`config.mk`:
```
export PLATFORM = sky130hd
export DESIGN_NAME = sort_engine
export DESIGN_NICKNAME = d
export VERILOG_FILES = /design/src/rtl/sort_pkg.sv /design/src/rtl/sort_cmp_swap.sv /design/src/rtl/sort_engine.sv
export SDC_FILE = /design/constraint.sdc
export NUM_CORES = 1
export LEC_CHECK = 0
export CAP_MARGIN = 25
export CORE_MARGIN = 2
export CORE_UTILIZATION = 49
export CTS_CLUSTER_DIAMETER = 150
export DETAILED_ROUTE_END_ITERATION = 12
export GPL_ROUTABILITY_DRIVEN = 0
export PLACE_DENSITY = 0.9
export SETUP_SLACK_MARGIN = 0.2
export SLEW_MARGIN = 20
export SYNTH_ARGS = -nofsm -noshare
export SYNTH_HDL_FRONTEND = slang
export SYNTH_HIERARCHICAL = 1
export SYNTH_SLANG_ARGS = --single-unit
```
`constraint.sdc`:
```
create_clock -name clk -period 5.8 [get_ports clk]
set_input_delay 0.58 -clock clk [delete_from_list [all_inputs] [get_ports clk]]
set_output_delay 0.58 -clock clk [all_outputs]
set_load 0.02 [all_outputs]
```
`src/rtl/sort_pkg.sv`:
```
// rtl/sort_pkg.sv - shared FSM encodings and bus packing helpers for sort_engine
//
// Purpose: state constants for the sort FSM and helpers that extract or place
// element k of a packed bus where element 0 sits at the most significant end.
// Helpers work on a fixed maximum bus width; callers size-cast in and out.
package sort_pkg;

  typedef logic [1:0] sort_state_t;

  localparam sort_state_t ST_IDLE = 2'd0;
  localparam sort_state_t ST_SORT = 2'd1;
  localparam sort_state_t ST_DONE = 2'd2;

  // Largest supported bus (64 keys x 32 bits) and element width.
  localparam int unsigned SORT_BUS_MAX  = 2048;
  localparam int unsigned SORT_ELEM_MAX = 32;

  // Element k of an n-element, w-bit-per-element bus, element 0 at MSB.
  function automatic logic [SORT_ELEM_MAX-1:0] bus_get(
    input logic [SORT_BUS_MAX-1:0] bus,
    input int unsigned             n,
    input int unsigned             w,
    input int unsigned             k
  );
    logic [SORT_BUS_MAX-1:0]  shifted;
    logic [SORT_ELEM_MAX-1:0] mask;
    shifted = bus >> ((n - 1 - k) * w);
    // For w == 32 the shift yields 0 and the subtraction wraps to all ones.
    mask = (SORT_ELEM_MAX'(1) << w) - SORT_ELEM_MAX'(1);
    return shifted[SORT_ELEM_MAX-1:0] & mask;
  endfunction

  // Bus with only element k set to val; OR the results together to pack.
  function automatic logic [SORT_BUS_MAX-1:0] bus_place(
    input logic [SORT_ELEM_MAX-1:0] val,
    input int unsigned              n,
    input int unsigned              w,
    input int unsigned              k
  );
    return SORT_BUS_MAX'(val) << ((n - 1 - k) * w);
  endfunction

endpackage

```
`src/rtl/sort_cmp_swap.sv`:
```
// rtl/sort_cmp_swap.sv - combinational compare-exchange cell with index carry
//
// Purpose: orders one adjacent key pair for the requested direction and moves
// the original indices along with the keys. Equal keys never swap.
// Ports:
//   desc_i              1 = descending order, 0 = ascending
//   key_a_i, key_b_i    keys at positions a and a+1
//   idx_a_i, idx_b_i    original indices carried with the keys
//   key_lo_o, idx_lo_o  element that belongs at position a
//   key_hi_o, idx_hi_o  element that belongs at position a+1
//   swapped_o           the pair was out of order and exchanged
module sort_cmp_swap #(
  parameter int W  = 8,
  parameter int IW = 4
) (
  input  logic          desc_i,
  input  logic [W-1:0]  key_a_i,
  input  logic [W-1:0]  key_b_i,
  input  logic [IW-1:0] idx_a_i,
  input  logic [IW-1:0] idx_b_i,
  output logic [W-1:0]  key_lo_o,
  output logic [W-1:0]  key_hi_o,
  output logic [IW-1:0] idx_lo_o,
  output logic [IW-1:0] idx_hi_o,
  output logic          swapped_o
);

  // Strict comparison keeps equal keys in place, which makes the sort stable.
  assign swapped_o = desc_i ? (key_a_i < key_b_i) : (key_a_i > key_b_i);

  assign key_lo_o = swapped_o ? key_b_i : key_a_i;
  assign key_hi_o = swapped_o ? key_a_i : key_b_i;
  assign idx_lo_o = swapped_o ? idx_b_i : idx_a_i;
  assign idx_hi_o = swapped_o ? idx_a_i : idx_b_i;

endmodule

```
`src/rtl/sort_engine.sv`:
```
// rtl/sort_engine.sv - iterative odd-even transposition sorter with argsort
//
// Purpose: accepts one vector of N unsigned W-bit keys, sorts it ascending or
// descending with one odd-even transposition phase per cycle, stops early once
// two consecutive phases make no swap, and returns keys plus original indices.
// Ports:
//   clk, rst      clock; asynchronous active-high reset
//   in_valid      job offered           in_ready   engine idle, accepts job
//   in_data       N*W keys, elem 0 MSB  in_desc    1 = descending
//   out_valid     result held           out_ready  consumer accepts
//   out_data      sorted keys           out_idx    original index per element
//   out_phases    phases executed       busy       state is not IDLE
module sort_engine
  import sort_pkg::*;
#(
  parameter  int N  = 16,
  parameter  int W  = 8,
  localparam int IW = $clog2(N),
  localparam int PW = $clog2(N + 1)
) (
  input  logic          clk,
  input  logic          rst,
  input  logic          in_valid,
  output logic          in_ready,
  input  logic [N*W-1:0]  in_data,
  input  logic          in_desc,
  output logic          out_valid,
  input  logic          out_ready,
  output logic [N*W-1:0]  out_data,
  output logic [N*IW-1:0] out_idx,
  output logic [PW-1:0]   out_phases,
  output logic          busy
);

  localparam int DW  = N * W;
  localparam int XW  = N * IW;
  localparam int NL  = N / 2;

  sort_state_t   state_q, state_d;
  logic [W-1:0]  key_q [N];
  logic [W-1:0]  key_d [N];
  logic [IW-1:0] idx_q [N];
  logic [IW-1:0] idx_d [N];
  logic          desc_q, desc_d;
  logic [PW-1:0] p_q, p_d;
  logic          prev_swap_q, prev_swap_d;

  // Compare-exchange lanes, shared by even and odd phases.
  logic [W-1:0]  ca_key [NL];
  logic [W-1:0]  cb_key [NL];
  logic [IW-1:0] ca_idx [NL];
  logic [IW-1:0] cb_idx [NL];
  logic [W-1:0]  lo_key [NL];
  logic [W-1:0]  hi_key [NL];
  logic [IW-1:0] lo_idx [NL];
  logic [IW-1:0] hi_idx [NL];
  logic [NL-1:0] lane_swapped;
  logic [NL-1:0] lane_live;
  logic          any_swap;

  logic [W-1:0]  key_n [N];
  logic [IW-1:0] idx_n [N];

  // Lane i handles (2i, 2i+1) on even phases and (2i+1, 2i+2) on odd ones.
  // The top lane has no odd pair; it is fed a dummy pair and masked off.
  for (genvar i = 0; i < NL; i++) begin : g_lane
    localparam int EA = 2 * i;
    localparam int EB = 2 * i + 1;
    localparam int OA = 2 * i + 1;
    localparam int OB = (2 * i + 2 < N) ? 2 * i + 2 : 2 * i + 1;

    assign ca_key[i]    = p_q[0] ? key_q[OA] : key_q[EA];
    assign cb_key[i]    = p_q[0] ? key_q[OB] : key_q[EB];
    assign ca_idx[i]    = p_q[0] ? idx_q[OA] : idx_q[EA];
    assign cb_idx[i]    = p_q[0] ? idx_q[OB] : idx_q[EB];
    assign lane_live[i] = !p_q[0] || (OB != OA);

    sort_cmp_swap #(
      .W  (W),
      .IW (IW)
    ) u_cmp (
      .desc_i    (desc_q),
      .key_a_i   (ca_key[i]),
      .key_b_i   (cb_key[i]),
      .idx_a_i   (ca_idx[i]),
      .idx_b_i   (cb_idx[i]),
      .key_lo_o  (lo_key[i]),
      .key_hi_o  (hi_key[i]),
      .idx_lo_o  (lo_idx[i]),
      .idx_hi_o  (hi_idx[i]),
      .swapped_o (lane_swapped[i])
    );
  end

  assign any_swap = |(lane_swapped & lane_live);

  // Vector after the current phase.
  always_comb begin
    key_n = key_q;
    idx_n = idx_q;
    if (!p_q[0]) begin
      for (int i = 0; i < NL; i++) begin
        key_n[2*i]   = lo_key[i];
        key_n[2*i+1] = hi_key[i];
        idx_n[2*i]   = lo_idx[i];
        idx_n[2*i+1] = hi_idx[i];
      end
    end else begin
      for (int i = 0; i < NL - 1; i++) begin
        key_n[2*i+1] = lo_key[i];
        key_n[2*i+2] = hi_key[i];
        idx_n[2*i+1] = lo_idx[i];
        idx_n[2*i+2] = hi_idx[i];
      end
    end
  end

  always_comb begin
    state_d     = state_q;
    key_d       = key_q;
    idx_d       = idx_q;
    desc_d      = desc_q;
    p_d         = p_q;
    prev_swap_d = prev_swap_q;
    case (state_q)
      ST_IDLE: begin
        if (in_valid) begin
          for (int k = 0; k < N; k++) begin
            key_d[k] = W'(bus_get(SORT_BUS_MAX'(in_data), N, W, k));
            idx_d[k] = IW'(k);
          end
          desc_d      = in_desc;
          p_d         = '0;
          prev_swap_d = 1'b0;
          state_d     = ST_SORT;
        end
      end
      ST_SORT: begin
        key_d       = key_n;
        idx_d       = idx_n;
        p_d         = p_q + 1'b1;
        prev_swap_d = any_swap;
        // Two quiet phases in a row (one even, one odd) prove the vector
        // sorted; p_q != 0 ensures the previous phase really happened.
        if ((p_q == PW'(N - 1)) || (!any_swap && !prev_swap_q && (p_q != '0))) begin
          state_d = ST_DONE;
        end
      end
      ST_DONE: begin
        if (out_ready) begin
          state_d = ST_IDLE;
        end
      end
      default: state_d = ST_IDLE;
    endcase
  end

  always_ff @(posedge clk or posedge rst) begin
    if (rst) begin
      state_q     <= ST_IDLE;
      desc_q      <= 1'b0;
      p_q         <= '0;
      prev_swap_q <= 1'b0;
      for (int k = 0; k < N; k++) begin
        key_q[k] <= '0;
        idx_q[k] <= '0;
      end
    end else begin
      state_q     <= state_d;
      desc_q      <= desc_d;
      p_q         <= p_d;
      prev_swap_q <= prev_swap_d;
      key_q       <= key_d;
      idx_q       <= idx_d;
    end
  end

  // Outputs come straight from the working registers, so they hold in DONE.
  logic [SORT_BUS_MAX-1:0] data_acc;
  logic [SORT_BUS_MAX-1:0] idx_acc;

  always_comb begin
    data_acc = '0;
    idx_acc  = '0;
    for (int k = 0; k < N; k++) begin
      data_acc = data_acc | bus_place(SORT_ELEM_MAX'(key_q[k]), N, W, k);
      idx_acc  = idx_acc  | bus_place(SORT_ELEM_MAX'(idx_q[k]), N, IW, k);
    end
  end

  assign out_data   = DW'(data_acc);
  assign out_idx    = XW'(idx_acc);
  assign out_phases = p_q;
  assign in_ready   = (state_q == ST_IDLE);
  assign out_valid  = (state_q == ST_DONE);
  assign busy       = (state_q != ST_IDLE);

endmodule

```
# Word level (Yosys, flattened, before mapping)

Index checks and enable logic that the tools add are counted.

Eq/ne operators: 9
Add/subtract/negate cells: 1
Reductions and logical operators: 17
Bitwise logic cells: 31
Multiplexer cells: 87
Order comparisons: 16

Operators with widths:

| kind             | count |
|---|---|
| $mux 8           | 33 |
| $pmux 128 s2     | 1 |
| $mux 128         | 1 |
| $mux 4           | 32 |
| $or 128x104->128 | 1 |
| $or 128x112->128 | 1 |
| $or 128x120->128 | 1 |
| $or 128x16->128  | 1 |
| $or 128x24->128  | 1 |
| $or 128x32->128  | 1 |
| $or 128x40->128  | 1 |
| $or 128x48->128  | 1 |
| $or 128x56->128  | 1 |
| $or 128x64->128  | 1 |
| $or 128x72->128  | 1 |
| $or 128x8->128   | 1 |
| $or 128x80->128  | 1 |
| $or 128x88->128  | 1 |
| $or 128x96->128  | 1 |
| $pmux 64 s2      | 1 |
| $mux 112         | 1 |
| $gt 8x8->1       | 8 |
| $lt 8x8->1       | 8 |
| $mux 64          | 1 |
| other kinds (40) | 60 |

Bits in registers: 201
Word-level logic and storage cells: 197
Output and inout port bits: 200

# Longest topological paths before layout

Gate-level depths: netlist of the first run.

Word-level depth: 15
Gate-level depth with buffers: 16
Mapped depth without buffers: 11

# Modules after synthesis

The synthesis of the first run kept the hierarchy.

Modules (own cells, without submodules):

| module        | times used | area an instance (um2) | cells an instance |
|---|---|---|---|
| sort_engine   | 1          | 12313.1                | 1160 |
| sort_cmp_swap | 8          | 620.6                  | 59 |

# Worst setup path before layout of the first run

OpenSTA, ideal clock, no wires.

Path kind: reg-to-reg
Start: register p_q[0], in the netlist out_phases[0]
End: register state_q[0]
Stages on the path, launching flop included: 16
Buffers on the path: 5
Arrival time: 3562 ps
Clock period less this slack: 3685 ps
Required time: 5677 ps
Library setup time: 123 ps
Slack: 2115 ps
Cells stage by stage: dfrtp_1 buf_2 buf_2 buf_2 mux2_2 ha_1 nor2b_1 o211ai_1 a211oi_1 a211o_1 buf_6 buf_12 or4_1 a211oi_2 a211o_2 nand2_1

RTL lines:

| item                   | line               | text |
|---|---|---|
| from (decl)            | sort_engine.sv:45  | `logic [PW-1:0] p_q, p_d;` |
| from (signal assigned) | sort_engine.sv:171 | `p_q <= p_d;` |
| to (signal assigned)   | sort_engine.sv:169 | `state_q <= state_d;` |
| to (decl)              | sort_engine.sv:39  | `sort_state_t state_q, state_d;` |

==> run_results.csv, run 1 <==
group,metric,value,unit
die,die-area,36800,um^2
synthesis,syn_area,17300,um^2
final_layout,area_growth_syn_to_layout,23.6,%
place,dp.cells,2296,
final_layout,diodes,0,
synthesis,ys_warn_count,6,
clocking,clk_latency,0.54,ns
place,dp_hpwl,37.1,mm
clocking,cts_inserted_buffers,25,
status,outcome,"completed",
clocking,cts_tree,"yes",
detailed_routing,postRouteAntennaNets,0,
synthesis,synth_cell_types,41,
synthesis,ys.flop_type,"dfrtp_1",
setup_path,path_max_fanout,44,
timing,relSlewSlack,28.5,%
die,core,34600,um^2
synthesis,yosys-top-cells-count,"mux2_2, dfrtp_1, nand2_1, mux2i_1, mux2_4",
global_routing,met3_usage,4.75,%
synthesis,ys_seq_elements,201,
timing,finalHoldViolCount,0,
synthesis,synth_area_leaders,"dfrtp_1, mux2_2, mux2_4",
final_layout,drive_gt1_share,27.2,%
synthesis,synth_top_area_cell,"dfrtp_1",
synthesis,async_reset_ff_share,100,%
timing,maxSlewViolCount,0,
global_routing,grt_pass1_wl,81.8,mm
run,cap_violations,0,
place,io_buffers,332,
clocking,cts_hold_buf,0,
clocking,postCtsSetupBuffers,0,
timing,fmax,0.212,GHz
synthesis,synth_fp_nets,1832,
die,row_count,68,
detailed_routing,drt-total-wl,52.5,mm
timing,finalSetupViolations,0,
detailed_routing,post_drt_wl_per_cell,22.4,um
global_routing,grtUsageMet2,45.3,%
detailed_routing,drt_iter0_drc,854,
final_layout,fin_area,21400,um^2
synthesis,netlist_instances,1632,
clocking,clk_pin_slew_worst_paths,0.06,ns
synthesis,synth_area_per_cell,10.6,um^2
setup_path,crit_required,6.21,ns
die,ioPinCount,333,
clocking,cts_sinks,201,
final_layout,layoutNonFillerInstCount,2344,
timing,fin_crit_sh,81.3,%
global_routing,overflow,0,
clocking,cts_root_buf,"clkbuf_16",
timing,rsz0062_at_grt,"no",
global_routing,grt_pass1_vias,14500,
setup_path,cp-end-kind,"flop",
global_routing,grt_max_degree,165,
detailed_routing,vias,14200,
clocking,cts_max_level,1,
synthesis,yosys.area.top_type_share,29.1,%
detailed_routing,drt-pass1-iter-count,7,
detailed_routing,drc,0,
synthesis,synth-edff-count,0,
global_routing,grt.busiest_layer,"met2",
setup_path,critPathLaunchType,"flop",
die,initial_utilization,49.9,%
clocking,ctsLongestPathBuffers,3,
detailed_routing,viasPerCell,6.07,
timing,worst_pin_slew,1.07,ns
final_layout,nNetsFinal,2070,
global_routing,groute.usage.overall,28.1,%
timing,final.setup_skew,0.0270,ns
timing,period_needed,4.71,ns
place,dpl_cell_area,20400,um^2
clocking,cts_resized,0,
setup_path,critical_path_class,"reg2reg",
setup_path,worstPathArrival,5.13,ns
synthesis,synth.most_common_cell,"mux2_2",
synthesis,seq_area_frac_synth,29.1,%
global_routing,antenna_found_initial,0,
timing,setup_tns,0,ns
global_routing,met1_usage,36.6,%
hold_path,hold_class,"reg2reg",
die,die_h,192,um
die,die_x,192,um
-- worst paths after layout --
| kind | end | from | slack, ns | cells past startpoint |
|---|---|---|---|---|
| min in group asynchronous | key_q[76]$_DFFE_PP0P_ | rst | 0.56 | 3 |
| max reg2reg | key_q[8]$_DFFE_PP0P_ | out_phases[0]$_DFFE_PP0P_ | 1.09 | 13 |
| max | key_q[8]$_DFFE_PP0P_ | out_phases[0]$_DFFE_PP0P_ | 1.09 | 13 |
| min reg2reg | prev_swap_q$_DFFE_PP0P_ | prev_swap_q$_DFFE_PP0P_ | 0.52 | 2 |
| max in group asynchronous | key_q[50]$_DFFE_PP0P_ | rst | 3.96 | 4 |
| min | prev_swap_q$_DFFE_PP0P_ | prev_swap_q$_DFFE_PP0P_ | 0.52 | 2 |
-- cells by family after synthesis --
| kind of cell | after synthesis | share of synthesized area [%] |
|---|---|---|
| multiplexers | 528 | 36.6 |
| AND/OR/NAND/NOR | 337 | 8.73 |
| AO/OA/AOI/OAI | 281 | 13.0 |
| buffers and inverters | 218 | 7.78 |
| flip-flops | 201 | 29.1 |
| adder cells (fa/ha/maj) | 67 | 4.85 |
-- cells in the final DEF, fill, tap and decap left out, types with 56 or more instances in the layout --
master | synthesis | routed
a21oi_1 | 57 | 56
o221a_2 | 65 | 65
clkdlybuf4s50_1 | 0 | 332
nand2_1 | 172 | 172
ha_1 | 67 | 67
mux2_4 | 152 | 152
dfrtp_1 | 201 | 199
mux2i_1 | 160 | 160
inv_1 | 73 | 72
mux2_2 | 216 | 216
-- flip-flops by register name (all words and copies together) (netlist names) --
name         flops
prev_swap_q      1
key_q          120
cb_idx           4
state_q          2
cb_key           8
desc_q           1
out_phases       5
idx_q           60
-- per-stage QoR --
stage               hold WS [ns]  setup slack [ns]  utilization (%)
global placement           0.492              1.22             58.8
global route               0.528             0.853             61.7
detailed placement         0.500              1.10             58.9
floorplan                  0.469              2.12                -
CTS                        0.513             0.956             61.5
finish                     0.519              1.09             61.7
-- critical path, stage by stage (launching register included) --
cell and delay [ns]:
dfrtp_4 0.74, buf_16 0.30, buf_12 0.30, mux2_2 0.41, ha_1 0.33, nand4_1 0.17
nand2b_1 0.21, a211oi_1 0.23, a211o_1 0.72, buf_4 0.34, mux2_4 0.32, mux2i_1 0.19
nand2_1 0.10, o221a_1 0.17
-- routing by layer --
layer / wire (um) / part of all wire [%]
met2: 23900 / 45
met4: 2720 / 5.2
met1: 22200 / 42
met5: 0 / 0
met3: 3700 / 7.0
-- final cells by class --
type | count | area, um^2
well taps | 455 | 569
repair buffers | 356 | 3620
inverters | 73 | 278
clock buffers | 30 | 684
multi-input cells | 1213 | 10900
clock inverters | 16 | 226
flip-flops and latches | 201 | 5030
fillers | 2707 | 13300
Power of run 1 is not shown: default switching activity piles up to over one toggle a cycle in this logic, so the estimate is an artifact.
==> run 2: changes to the inputs <==
Settings changed: CORE_UTILIZATION 49 to 50, PLACE_DENSITY 0.9 to 0.88.
Clock period 5.8 ns to 4.45 ns, I/O delays scaled along.
==> run 2 against run 1 <==
Net effect:
- hold slack worse by 0.30 ns
- die area down 2.0%
- routed wire length fell by 0.29%
- global-route usage up 0.34 points
- critical path type unchanged
==> run_results.csv, run 2 (synthesis results as in run 1) <==
group,metric,value,unit
status,outcome,"completed",
final_layout,final_cell_mix,"clkdlybuf4s50_1, mux2_2, dfrtp_1, nand2_1, mux2i_1",
die,row_count,68,
place,dp_hpwl,38.2,mm
timing,setup_tns,0,ns
final_layout,post-route-util,63.1,%
timing,worst_pin_slew,0.958,ns
setup_path,cp_cell_sequence,"buf_12, mux2_2, ha_1, nand4_1, nand2b_1, a211oi_1, a211o_1, buf_4, mux2_4, and2_1, a211oi_1, a31oi_1",
setup_path,cp-end-kind,"flop",
final_layout,diodes,0,
clocking,cts_max_level,1,
global_routing,grt_pass1_vias,14400,
clocking,cts_root_buf,"clkbuf_16",
clocking,cts_sinks,201,
die,die-area,36100,um^2
final_layout,drive_gt1_share,27.8,%
clocking,ctsLongestPathBuffers,3,
detailed_routing,post_drt_wl_per_cell,22.1,um
final_layout,largest_register,"key_q",
final_layout,nNetsFinal,2090,
timing,fmax,0.250,GHz
hold_path,hold_class,"in2async",
setup_path,crit_required,4.83,ns
clocking,cts_resized,0,
detailed_routing,drt-pass1-iter-count,5,
final_layout,largest_reg_flops,120,
final_layout,layoutNonFillerInstCount,2365,
setup_path,crit_top_cell,"a211oi_1",
clocking,cts_tree,"yes",
final_layout,area_growth_syn_to_layout,25.2,%
setup_path,timing.critical_path.buf_inv,2,
timing,fin_crit_sh,90.0,%
final_layout,layout_commonest_cell,"clkdlybuf4s50_1",
setup_path,path_max_fanout,50,
timing,period_needed,4.01,ns
detailed_routing,viasPerCell,6.02,
global_routing,overflow,0,
die,die_h,190,um
setup_path,max_stage_delay,0.66,ns
clocking,cts_hold_buf,0,
timing,finalSetupViolations,0,
timing,maxSlewViolCount,0,
timing,finalHoldViolCount,0,
place,dp.cells,2314,
timing,relSlewSlack,36.0,%
clocking,clk_latency,0.55,ns
global_routing,grt_max_degree,99,
run,cap_violations,0,
detailed_routing,vias,14200,
setup_path,worstPathArrival,4.39,ns
detailed_routing,postRouteAntennaNets,0,
global_routing,grt_pass1_wl,81.4,mm
setup_path,critPathLaunchType,"flop",
detailed_routing,drc,0,
timing,rsz0062_at_grt,"no",
timing,final.setup_skew,0.0270,ns
place,io_buffers,332,
setup_path,cp_slowest_cell,"dfrtp_4",
setup_path,critical_path_class,"reg2reg",
die,ioPinCount,333,
die,die_x,190,um
die,initial_utilization,50.4,%
detailed_routing,drt-total-wl,52.4,mm
detailed_routing,drt_iter0_drc,858,
global_routing,groute.usage.overall,28.4,%
clocking,clk_pin_slew_worst_paths,0.06,ns
clocking,cts_inserted_buffers,26,
die,core,34300,um^2
setup_path,critPathTopFamily,"compound AO/OA/AOI/OAI gates",
clocking,postCtsSetupBuffers,0,
global_routing,antenna_found_initial,0,
==> run 2: changes by cell type in the layout (fill, tap and decap cells not counted), sizes merged <==
cell and delta:
clkbuf +6, clkinv -6, bufinv +2, buf +19, clkinvlp +1, inv -1
==> run 2: per-stage QoR <==
stage / cell area [um^2] / setup slack [ns] / hold slack [ns]
4_1_cts: 21600 / 0.445 / 0.462
3_3_place_gp: 20500 / 0.650 / 0.499
5_1_grt: 21600 / 0.213 / 0.229
2_1_floorplan: 17300 / 0.765 / 0.469
3_5_place_dp: 20600 / 0.469 / 0.511
6_report: 21600 / 0.444 / 0.222
==> run 2: layer usage <==
metal	vias up	wire [um]	GRT usage (%)
li1	6544	-	-
met1	7001	22100	37.5
met2	551	23900	45.6
met3	139	3560	4.70
met4	0	2770	13.4
met5	-	0	0
==> run 2: worst register-to-register path, delay by kind of cell (launching register included) <==
family | cells | cell delay, ns
adder cells (fa/ha/maj) | 1 | 0.32
buffers and inverters | 2 | 0.63
AO/OA/AOI/OAI | 4 | 0.93
AND/OR/NAND/NOR | 3 | 0.54
multiplexers | 2 | 0.79
flip-flops | 1 | 0.66
==> run 2: path summary, 6_finish.rpt <==
| path | start | to | slack, ns | cells past startpoint |
|---|---|---|---|---|
| worst max-delay path | out_phases[0]$_DFFE_PP0P_ | key_q[116]$_DFFE_PP0P_ | 0.44 | 12 |
| max in group asynchronous | rst | key_q[56]$_DFFE_PP0P_ | 3.23 | 4 |
| min in group clk | in_desc | desc_q$_DFFE_PP0P_ | 0.47 | 3 |
| worst min register to register | prev_swap_q$_DFFE_PP0P_ | prev_swap_q$_DFFE_PP0P_ | 0.53 | 2 |
| worst min-delay path | rst | key_q[65]$_DFFE_PP0P_ | 0.22 | 2 |
| worst max register to register | out_phases[0]$_DFFE_PP0P_ | key_q[116]$_DFFE_PP0P_ | 0.44 | 12 |
==> run 2: area by class of cell <==
cell class              instances  area, um^2
clock inverters                12         244
repair buffers                375        3800
inverters                      73         278
multi-input cells            1213       10900
well taps                     455         569
flip-flops and latches        201        5030
fillers                      2580       12700
clock buffers                  36         759
Power of run 2 is left out for the same reason.
==> run 3: changes to the inputs <==
Settings changed: HOLD_SLACK_MARGIN set to 0.08.
==> results of run 3 <==
The final DEF is identical to that of run 2; final timing and power are the same.
Power of run 3 is left out for the same reason.
